### config.mk
export PLATFORM = sky130hd
export DESIGN_NAME = alu_issue_ctrl
export DESIGN_NICKNAME = d
export VERILOG_FILES = /design/src/rtl/alu_issue_ctrl.sv
export SDC_FILE = /design/constraint.sdc
export NUM_CORES = 1
export LEC_CHECK = 0
export CAP_MARGIN = 15
export CORE_ASPECT_RATIO = 0.9
export CORE_UTILIZATION = 46
export DETAILED_ROUTE_END_ITERATION = 8
export GPL_TIMING_DRIVEN = 0
export PLACE_DENSITY = 0.85
export SLEW_MARGIN = 20
export SYNTH_ARGS = -nofsm -noshare
export SYNTH_HDL_FRONTEND = slang
export SYNTH_SLANG_ARGS = --single-unit
### constraint.sdc
create_clock -name clk -period 1.5 [get_ports clk]
set_clock_uncertainty 0.05 [all_clocks]
set_input_delay 0.45 -clock clk [delete_from_list [all_inputs] [get_ports clk]]
set_output_delay 0.45 -clock clk [all_outputs]
set_load 0.01 [all_outputs]
### src/rtl/alu_issue_ctrl.sv
// rtl/alu_issue_ctrl.sv - serial issue stage: operand read, registered ALU drive, result capture and writeback
// Three-state IDLE/EXEC/DONE sequencer around an external combinational ALU and a small register file.
module alu_issue_ctrl #(
  parameter int WIDTH = 8,
  parameter int NREGS = 4
) (
  input  logic             clk,
  input  logic             rst_n,
  input  logic             in_valid,
  output logic             in_ready,
  input  logic [3:0]       in_op,
  input  logic [1:0]       in_rd,
  input  logic [1:0]       in_rs1,
  input  logic [1:0]       in_rs2,
  input  logic             in_use_imm,
  input  logic [WIDTH-1:0] in_imm,
  output logic [WIDTH-1:0] alu_a,
  output logic [WIDTH-1:0] alu_b,
  output logic [3:0]       alu_opcode,
  input  logic [WIDTH-1:0] alu_result,
  input  logic             alu_zero,
  input  logic             alu_carry,
  output logic             out_valid,
  input  logic             out_ready,
  output logic [WIDTH-1:0] out_result,
  output logic             out_zero,
  output logic             out_carry,
  output logic [1:0]       out_rd,
  output logic             out_err
);

  typedef enum logic [1:0] {IDLE, EXEC, DONE} state_t;

  state_t           state, state_nxt;
  logic [WIDTH-1:0] rf [NREGS];
  logic [1:0]       rd_q;
  logic             legal_q;
  logic             accept;

  function automatic logic op_legal(input logic [3:0] op);
    case (op)
      4'b0000, 4'b0001, 4'b0010, 4'b0011,
      4'b0100, 4'b0110, 4'b1000, 4'b1001: op_legal = 1'b1;
      default:                            op_legal = 1'b0;
    endcase
  endfunction

  assign accept = in_ready && in_valid;

  always_ff @(posedge clk or negedge rst_n) begin
    if (!rst_n) state <= IDLE;
    else        state <= state_nxt;
  end

  always_comb begin
    state_nxt = state;
    in_ready  = 1'b0;
    out_valid = 1'b0;
    case (state)
      IDLE: begin
        in_ready = 1'b1;
        if (in_valid) state_nxt = EXEC;
      end
      EXEC: state_nxt = DONE;
      DONE: begin
        out_valid = 1'b1;
        if (out_ready) state_nxt = IDLE;
      end
      default: state_nxt = IDLE;
    endcase
  end

  // Operands are read at accept, so rd aliasing rs1/rs2 needs no forwarding.
  always_ff @(posedge clk or negedge rst_n) begin
    if (!rst_n) begin
      alu_a      <= '0;
      alu_b      <= '0;
      alu_opcode <= '0;
      rd_q       <= '0;
      legal_q    <= 1'b0;
      out_result <= '0;
      out_zero   <= 1'b0;
      out_carry  <= 1'b0;
      out_rd     <= '0;
      out_err    <= 1'b0;
      for (int i = 0; i < NREGS; i++) rf[i] <= '0;
    end else begin
      if (accept) begin
        alu_a      <= rf[in_rs1];
        alu_b      <= in_use_imm ? in_imm : rf[in_rs2];
        alu_opcode <= in_op;
        rd_q       <= in_rd;
        legal_q    <= op_legal(in_op);
      end
      if (state == EXEC) begin
        out_rd <= rd_q;
        if (legal_q) begin
          out_result <= alu_result;
          out_zero   <= alu_zero;
          out_carry  <= alu_carry;
          out_err    <= 1'b0;
          rf[rd_q]   <= alu_result;
        end else begin
          out_result <= '0;
          out_zero   <= 1'b0;
          out_carry  <= 1'b0;
          out_err    <= 1'b1;
        end
      end
    end
  end

endmodule
==> results of run 1 <==
[path summary, 6_finish.rpt]
path                                from             to  slack [ps]  depth (start not counted)
worst max-delay path            state[0]      out_valid        -160                          3
worst min-delay path            out_zero       out_zero         420                          2
worst max register to register  state[1]         rf[16]        -130                          5
worst min register to register  out_zero       out_zero         420                          2
max in group asynchronous          rst_n         rf[31]         400                          3
min in group asynchronous          rst_n  alu_opcode[2]         460                          2
[worst min-delay path, delay by kind of cell (launching register included)]
kind | cells | cell delay [ps]
DFF | 1 | 340
and+or+nand+nor | 2 | 100
[sequential cells by signal, indices dropped and copies added (netlist names)]
register and flops:
legal_q 1, out_zero 1, rf 32, rd_q 2, alu_a 8, out_err 1
out_carry 1, state 2, alu_opcode 4, out_result 8, alu_b 8, out_rd 2
[stage by stage]
step	hold slack (ps)	worst slack, ps	instance area [um^2]
after detailed placement	272	-611	3930
after CTS	415	-175	4350
after global routing	448	-209	4460
final	417	-160	4460
after floorplan	104	-121	3170
after global placement	401	-2390	3910
[per-layer routing]
metal	global-route usage (%)	share of wire, %	up-vias
li1	-	-	970
met1	30.5	45	1127
met2	38.2	51	46
met3	3.39	3.0	9
met4	9.21	1.2	0
met5	0	0	-
[power groups by stage]
stage          clock, mW  sequential [mW]  combinational [mW]
2_1_floorplan          0             3.46                1.76
4_1_cts             1.44             3.45                3.47
5_1_grt             1.52             3.63                4.11
6_report            1.42             3.53                3.80
3_3_place_gp           0             3.35                3.15
3_5_place_dp           0             3.42                3.25
[synthesized netlist by cell type, drive strengths merged]
library cell	count
nor4	1
nor4b	1
nand3	11
nand2	28
or2b	1
nand2b	1
clkbuf	7
buf	7
nor2	9
inv	2
dfrtp	70
mux2	46
a21oi	8
and2b	1
nand4	1
mux4	16
nor3b	1
mux2i	8
nand4b	1
o21ai	4
[layout make-up]
class,count,area share [%]
Timing Repair Buffer,80,17.8
Tap cell,90,2.53
Inverter,2,0.168
Buffer,8,1.26
Sequential cell,70,39.4
Multi-Input combinational cell,138,34.9
Clock buffer,11,3.17
Clock inverter,2,0.786
[cell usage in the layout (no fill, tap or decap), drive strengths merged]
master / n
nand2b: 1
nand4b: 1
nand3: 11
dlygate4sd2: 2
a21oi: 8
nor2: 9
and2b: 1
dfrtp: 70
clkdlybuf4s50: 25
mux2i: 8
nor4: 1
clkdlybuf4s15: 23
clkinv: 1
o21ai: 4
mux4: 16
mux2: 46
buf: 26
bufinv: 1
nor4b: 1
clkbuf: 22
or2b: 1
inv: 2
nor3b: 1
nand4: 1
dlygate4sd3: 1
nand2: 28
[cell families (layout without fill, tap and decap cells)]
group,Yosys count,count (layout)
buffers and inverters,16,103
and+or+nand+nor,56,56
AOI/OAI and AO/OA,12,12
DFF,70,70
muxes,70,70
[repair_timing]
item                       4_1_cts  5_1_grt
hold endpoints to repair        14        0
setup endpoints to repair       96       77
gates resized for setup        108       57
hold buffers                     1        0
buffers inserted                12        3
gates cloned                     1        0
pin swaps                        4        4
==> summary.md, run 1 <==
| Metric | Value |
|---|---|
| Leakage power | 2.01 nW |
| Crit end category | output port |
| Final Cycle Share | 111% |
| Die Ht | 80.4 um |
| Core area | 6590 um^2 |
| H-tree levels | 3 |
| Tightest Pin Transition | 610 ps |
| Crit Path Category | register to output port |
| Crit-path max FO | 3 |
| First-pass GRT wire length | 11900 um |
| Failing checks | negative setup slack |
| CP startpoint kind | register |
| Area delta synth->final | 41.8% |
| DR vias | 2152 |
| Setup violators final | 46 |
| Largest net degree at the start of global routing | 57 |
| Family with the most delay on the worst path | flip-flops |
| Switching share of power | 32.8% |
| Cell Int Power | 5.88 mW |
| Buffers on Ports | 62 |
| Post-synth top area cell | dfrtp_1 |
| Peak VDD IR | 0.740 mV |
| Power Dens Cells | 1960 nW/um^2 |
| Yosys reg bits | 70 |
| Worst min path class | register to register |
| HPWL Detailed | 4770 um |
| Register area | 1750 um^2 |
| GR Overflow Total | 0 |
| Initial core utilization | 47.7% |
| Sequential power share | 40.3% |
| Worst path cell trace | or2b_1 -> inv_1 -> buf_2 |
| Critical path buffer and inverter count | 2 |
| Fillers | 454 |
| DIE WIDTH | 89.1 um |
| Area taken by multi-input logic gates | 1560 um^2 |
| Placed insts | 377 |
| Clock sinks | 70 |
| Outcome | finished, violations left |
| RSZ-0062 raised after global routing | true |
| Layout cell share with drive strength beyond 1 | 43.1% |
| DIE AREA | 7170 um^2 |
| Clk root buf | clkbuf_8 |
| CTS tree | built |
| Total GRT Usage | 23.1% |
| Syn nets | 257 |
| Layout Nets | 342 |
| Mean post-synth cell area | 14.0 um^2 |
| Total CTS buffers | 9 |
| Post-route DRC violation count | 0 |
| Critical Path RT | 1000 ps |
| Post-synthesis cell count | 224 |
| Clock power share | 16.2% |
| CTS max path bufs | 2 |
| # rows | 28 |
| Fmax | 602 MHz |
| Compound-Gate Fraction of Synth Area | 1.91% |
| Simple-gate share of the synthesized area | 9.55% |
| Dominant cells by area after synthesis | dfrtp_1 56%, mux2_2 16%, mux4_2 11% |
| Final Max Slew Viols | 0 |
| Switching pwr | 2.87 mW |
| Crit path arrival time | 1160 ps |
| Initial antenna violation count | 0 |
| Routed len/inst | 18.7 um |
| Post-Syn Area | 3140 um^2 |
| Yosys Warn Count | 0 |
| Top cell type's share of synthesized area | 55.7% |
| Mux contribution to synthesized area | 30.5% |
| Vias per std cell | 5.37 |
| Final Util | 67.6% |
| Number of max-cap violations | 0 |
| Logic pwr share | 43.5% |
| Detailed-router iteration count before antenna repair | 4 |
| Antenna Violating Nets Remaining | 0 |
| Final worst path period need | 1660 ps |
| Drt total wl | 7510 um |
| Final Wtd Congestion | 0.737 |
| Fin cells | 401 |
| Vias in the first global route | 2301 |
| Xor/xnor cell area share of the yosys netlist | 0% |
| Clock-pin slew on the worst setup and hold paths | 70 ps |
| Adder-cell share of the synthesized area | 0% |
| PnR worst setup slack | -160 ps |
| CP max stage cell | dfrtp_2 |
| 1st-iter DRT viols | 131 |
| Seq/Total Area, Yosys | 55.7% |
| Total power | 8.75 mW |
| Post-synth cell types | 23 |
| Post-Route Setup TNS | -2170 ps |
| I/O pin cnt | 68 |
| Main combinational cell family by area after synthesis | multiplexers |
| Clock latency on the worst-skew pair | 330 ps |
| Max incr delay on CP | 420 ps |
| Final Hold Vio Count | 0 |
| Diodes inserted | 0 |
| Slew HR | 59.3% |
No activity file was read; power rests on OpenSTA's default activity.
==> run 2, diff against run 1 <==
Settings changed: CORE_UTILIZATION 46 to 30, PLACE_DENSITY 0.85 to 0.63.
==> run 2 against run 1 <==
  * The run still ends with negative setup slack left
  * Total power rose by 6.7%
  * Design area rose by 3.3%
  * Routed wire length rose by 2.9%
  * Sequential share of layout area fell by 1.2 points
  * Count of clock-buffer cells in the layout rose by 3
  * Worst setup slack got worse by 23 ps
  * Hold slack got worse by 2.4 ps
  * Flip-flop and latch count did not move
  * Register-to-register slack improved by 70 ps
  * Critical path type unchanged
  * Largest cell class unchanged
  * Largest power group unchanged
==> summary.md, run 2 (synthesis gave the netlist of run 1 again) <==
| Metric | Value |
|---|---|
| FF-to-FF setup slack | -60 ps (+70 ps) |
| Drt total wl | 7730 um (+2.9%) |
| Vias in the first global route | 2287 (-0.61%) |
| Crit path from | state[0] |
| Crit-path max FO | 5 (+2) |
| Layout Nets | 344 (+0.58%) |
| DIE AREA | 10900 um^2 (+52%) |
| Final Cycle Share | 112% (+1.5 points) |
| Worst reg2reg startpoint | state[0] |
| Power Dens Cells | 2030 nW/um^2 (+3.3%) |
| Fmax | 594 MHz (-1.4%) |
| Largest net degree at the start of global routing | 54 (-5.3%) |
| Peak VDD IR | 0.873 mV (+18%) |
| Vias per std cell | 4.82 (-10%) |
| R2r worst-path depth | 5 (unchanged) |
| Clock latency on the worst-skew pair | 330 ps (about the same) |
| Outcome | finished, violations left |
| H-tree levels | 3 (unchanged) |
| GR Overflow Total | 0 (unchanged) |
| Diodes inserted | 0 (unchanged) |
| # rows | 35 (+25%) |
| Clock sinks | 70 (unchanged) |
| Final Hold Vio Count | 0 (unchanged) |
| Routed len/inst | 17.4 um (-7.3%) |
| First-pass GRT wire length | 12100 um (+2.1%) |
| Layout cell share with drive strength beyond 1 | 36.4% (-6.7 points) |
| Clk root buf | clkbuf_16 |
| Critical Path RT | 1000 ps (about the same) |
| RSZ-0062 raised after global routing | true |
| 1st-iter DRT viols | 129 (-1.5%) |
| I/O pin cnt | 68 (unchanged) |
| HPWL Detailed | 5160 um (+8.1%) |
| CP Capture Point | out_valid |
| Clock-pin slew on the worst setup and hold paths | 60 ps (about the same) |
| Setup violators final | 42 (-8.7%) |
| Fillers | 910 (+100%) |
| Final worst path period need | 1680 ps (+23.2 ps) |
| Detailed-router iteration count before antenna repair | 5 (+1) |
| WHS | 415 ps (-2.39 ps) |
| Largest register FFs | 32 (unchanged) |
| CP startpoint kind | register |
| Core area | 10200 um^2 (+55%) |
| Worst R2R End | rf[16] |
| Worst min path class | register to register |
| Most common cell after layout, fill and taps aside | dfrtp_1 |
| Initial core utilization | 30.8% (-17 points) |
| Final Wtd Congestion | 0.745 (+1.0%) |
| Crit end category | output port |
| Crit Path Category | register to output port |
| Final Max Slew Viols | 0 (unchanged) |
| CTS tree | built |
| Slew HR | 59.6% (+0.27 points) |
| Tightest Pin Transition | 606 ps (-4.00 ps) |
| DR vias | 2146 (-0.28%) |
| Place WS | -640 ps (-29.4 ps) |
| Total CTS buffers | 9 (unchanged) |
| Number of max-cap violations | 0 (unchanged) |
| Crit path arrival time | 1180 ps (+20 ps) |
| Most flops, register | rf |
| Post-Route Setup TNS | -1440 ps (+734 ps) |
| Initial antenna violation count | 0 (unchanged) |
| PnR worst setup slack | -183 ps (-23.2 ps) |
| Most frequent cells in the layout | 66 x dfrtp_1, 31 x mux2_4, 30 x clkdlybuf4s15_1 |
| Leakage power | 2.07 nW (+3.0%) |
| DIE WIDTH | 110 um (+23%) |
| Failing checks | negative setup slack |
| Antenna Violating Nets Remaining | 0 (unchanged) |
| Post-route DRC violation count | 0 (unchanged) |
| Die Ht | 99.1 um (+23%) |
| Total power | 9.34 mW (+6.7%) |
| Total GRT Usage | 15.1% (-8.0 points) |
| Area delta synth->final | 46.5% |
| Buffers on Ports | 62 (unchanged) |
| CTS max path bufs | 2 (unchanged) |
| Final Util | 45.1% (-23 points) |
run 2: per-layer routing:
metal	vias to the layer above	share of wire [%]	GRT usage [%]	routed length [um]
met5	-	0	0	0
met4	0	1.4	6.26	107
met3	10	4.7	3.54	362
met2	54	48	24.3	3740
met1	1103	46	19.5	3530
li1	979	-	-	-
run 2: per-stage QoR:
stage               cells  area (um^2)
finish                445         4600
global route          445         4600
CTS                   440         4500
detailed placement    416         3980
global placement      415         3960
floorplan             224         3170
run 2: repair_timing:
action | CTS | global route
gates cloned | 1 | 0
buffers inserted | 9 | 5
hold buffers | 1 | 0
resized for setup | 98 | 35
endpoints found under the hold margin | 17 | 0
endpoints found under the setup margin | 100 | 83
pin swaps | 4 | 4
run 2: final cells by class:
class / instances / area [um^2] / share of cell area [%]
buffer: 11 / 87.6 / 1.90
clock buffer: 14 / 284 / 6.17
clock inverter: 2 / 37.5 / 0.815
inverter: 2 / 7.51 / 0.163
multi-input combinational: 138 / 1470 / 31.9
sequential: 70 / 1760 / 38.2
tap: 129 / 161 / 3.51
timing repair buffer: 79 / 800 / 17.4
run 2: critical path, cell delays in order, from the launching register on:
cell	delay, ps
dfrtp_2	440
or2b_1	240
inv_1	50
buf_2	120
run 2: how the worst min path moves through the flow:
stage | cells after the start | to | start
finish | 2 | out_carry | out_carry
global route | 2 | out_result[0] | out_result[0]
CTS | 2 | out_carry | out_carry
detailed placement | 1 | rd_q[0] | rst_n
global placement | 2 | out_result[4] | out_result[4]
floorplan | 0 | alu_a[0] | rst_n
run 2: power by group:
| group | switching [mW] | total (mW) | internal, mW |
|---|---|---|---|
| Sequential | 0.666 | 3.47 | 2.80 |
| Combinational | 1.40 | 3.64 | 2.24 |
| Clock | 0.758 | 2.23 | 1.47 |
| Total | 2.82 | 9.34 | 6.52 |
==> variant, RTL diff (config.mk and constraints of run 2) <==
`WIDTH`: 8 -> 6.
--- a/src/rtl/alu_issue_ctrl.sv
+++ b/src/rtl/alu_issue_ctrl.sv
@@ -1,7 +1,7 @@
 // rtl/alu_issue_ctrl.sv - serial issue stage: operand read, registered ALU drive, result capture and writeback
 // Three-state IDLE/EXEC/DONE sequencer around an external combinational ALU and a small register file.
 module alu_issue_ctrl #(
-  parameter int WIDTH = 8,
+  parameter int WIDTH = 6,
   parameter int NREGS = 4
 ) (
   input  logic             clk,
Interface: changed (5 resized); port bits go from 68 to 58. The function was not compared with the original's and may differ.
==> variant against run 2 <==
The run ends with design-rule violations, negative setup slack left; cell area fell by 20%; area after synthesis fell by 20%; combinational power fell by 8.0%; sequential power fell by 22%; via count fell by 18%; register-to-register slack got worse by 50 ps; wire length fell by 22%; non-clock buffer count fell by 1; sequential share of layout area barely moved; highest routed layer unchanged; hold slack got worse by 370 ps; total power fell by 26%; sequential cell count fell by 14; critical path depth rose by 2; setup slack improved by 76 ps.
==> variant: results (changes against run 2) <==
metric	value	unit	change
grt met2 use	24.0	%	-0.32 points
worst-margin pin slew	441	ps	-165 ps
outcome	complete, but fails checks		
largest net degree at the start of global routing	57		+5.6%
htree depth	2		-1
share of cells above drive strength 1	39.7	%	+3.3 points
syn_nets	209		-19%
maximum fanout along the worst path	6		+1
Seq/Total Area, Yosys	55.9	%	+0.18 points
VDD IR max	0.000568	V	-35%
first-pass GRT wire length	9700	um	-20%
final worst slack	-107	ps	+76.2 ps
failing checks	design-rule violations, negative setup slack		
# port buffers	54		-13%
num rows	31		-11%
cts bufs inserted	5		-4
drt drc	9		+9
Clock Root Buffer	clkbuf_8		
max FFs per register	24		-25%
hpwl dp	3810	um	-26%
endpoints failing setup	39		-7.1%
worst path arrival time	1760	ps	+580 ps
ranking of synthesized cells by area	dfrtp_1 (56%), mux2_2 (16%), mux4_2 (11%), nand2_1 (3.6%), mux2i_1 (2.4%)		
placed cells	334		-20%
DRT iter0 DRCs	113		-12%
[variant: changes by cell type after synthesis, moves of 4 or more]
cell	change
mux2_2	-10
dfrtp_1	-14
clkbuf_1	-5
nand2_1	-4
mux4_2	-4
[variant: area by class of cell]
class	instances	area (um^2)	share of cell area, %
Sequential cell	56	1400	38.1
Multi-Input combinational cell	112	1200	32.5
Timing Repair Buffer	80	787	21.4
Tap cell	99	124	3.37
Clock buffer	6	72.6	1.97
Buffer	9	71.3	1.94
Clock inverter	2	16.3	0.442
Inverter	2	7.51	0.204
[variant: cells by family (layout without fill, tap and decap cells)]
family / Yosys count / in the layout / share of synthesized area (%)
AND/OR/NAND/NOR: 48 / 48 / 10.5
multiplexers: 54 / 54 / 29.4
flip-flops: 56 / 56 / 55.9
AO/OA/AOI/OAI: 10 / 10 / 2.00
buffers and inverters: 12 / 99 / 2.25
[variant: how the worst max path moves through the flow]
stage / end
final: rf[8]
after global routing: rf[7]
after detailed placement: alu_a[2]
after CTS: rf[19]
after global placement: out_zero
after floorplan: alu_a[0]
[variant: routing by layer]
layer	part of all wire, %	up-vias
met2	47	50
met4	1.3	0
li1	-	813
met1	48	878
met5	0	-
met3	4.4	8
[variant: where the power goes]
part / internal (mW) / total, mW / switching [mW] / leakage (nW)
sequential: 2.22 / 2.69 / 0.464 / 0.685
clock: 0.333 / 0.832 / 0.498 / 0.0414
combinational: 2.07 / 3.35 / 1.28 / 0.965
total: 4.63 / 6.87 / 2.24 / 1.69
[variant: critical path, cell delays in order, from the launching register on]
cell      delay (ps)
dfrtp_1          430
buf_6            130
buf_6            110
and2b_1          190
nand4b_2         210
mux2_2           370
[variant: timing repair]
item	in CTS	in global routing
gates resized for setup	93	33
buffers inserted	16	9
endpoints found under the setup margin	75	67
pin swaps	4	3
[variant: through the flow]
| stage | setup slack (ps) | setup TNS, ps | hold WS [ps] | cell area [um^2] |
|---|---|---|---|---|
| 3_5_place_dp | -584 | -11570 | 410 | 3200 |
| 3_3_place_gp | -1920 | -118330 | 406 | 3180 |
| 6_report | -107 | -2920 | 48.4 | 3680 |
| 2_1_floorplan | 24.3 | 0 | 104 | 2510 |
| 5_1_grt | -154 | -4820 | 50.1 | 3680 |
| 4_1_cts | -140 | -3030 | 59.6 | 3540 |
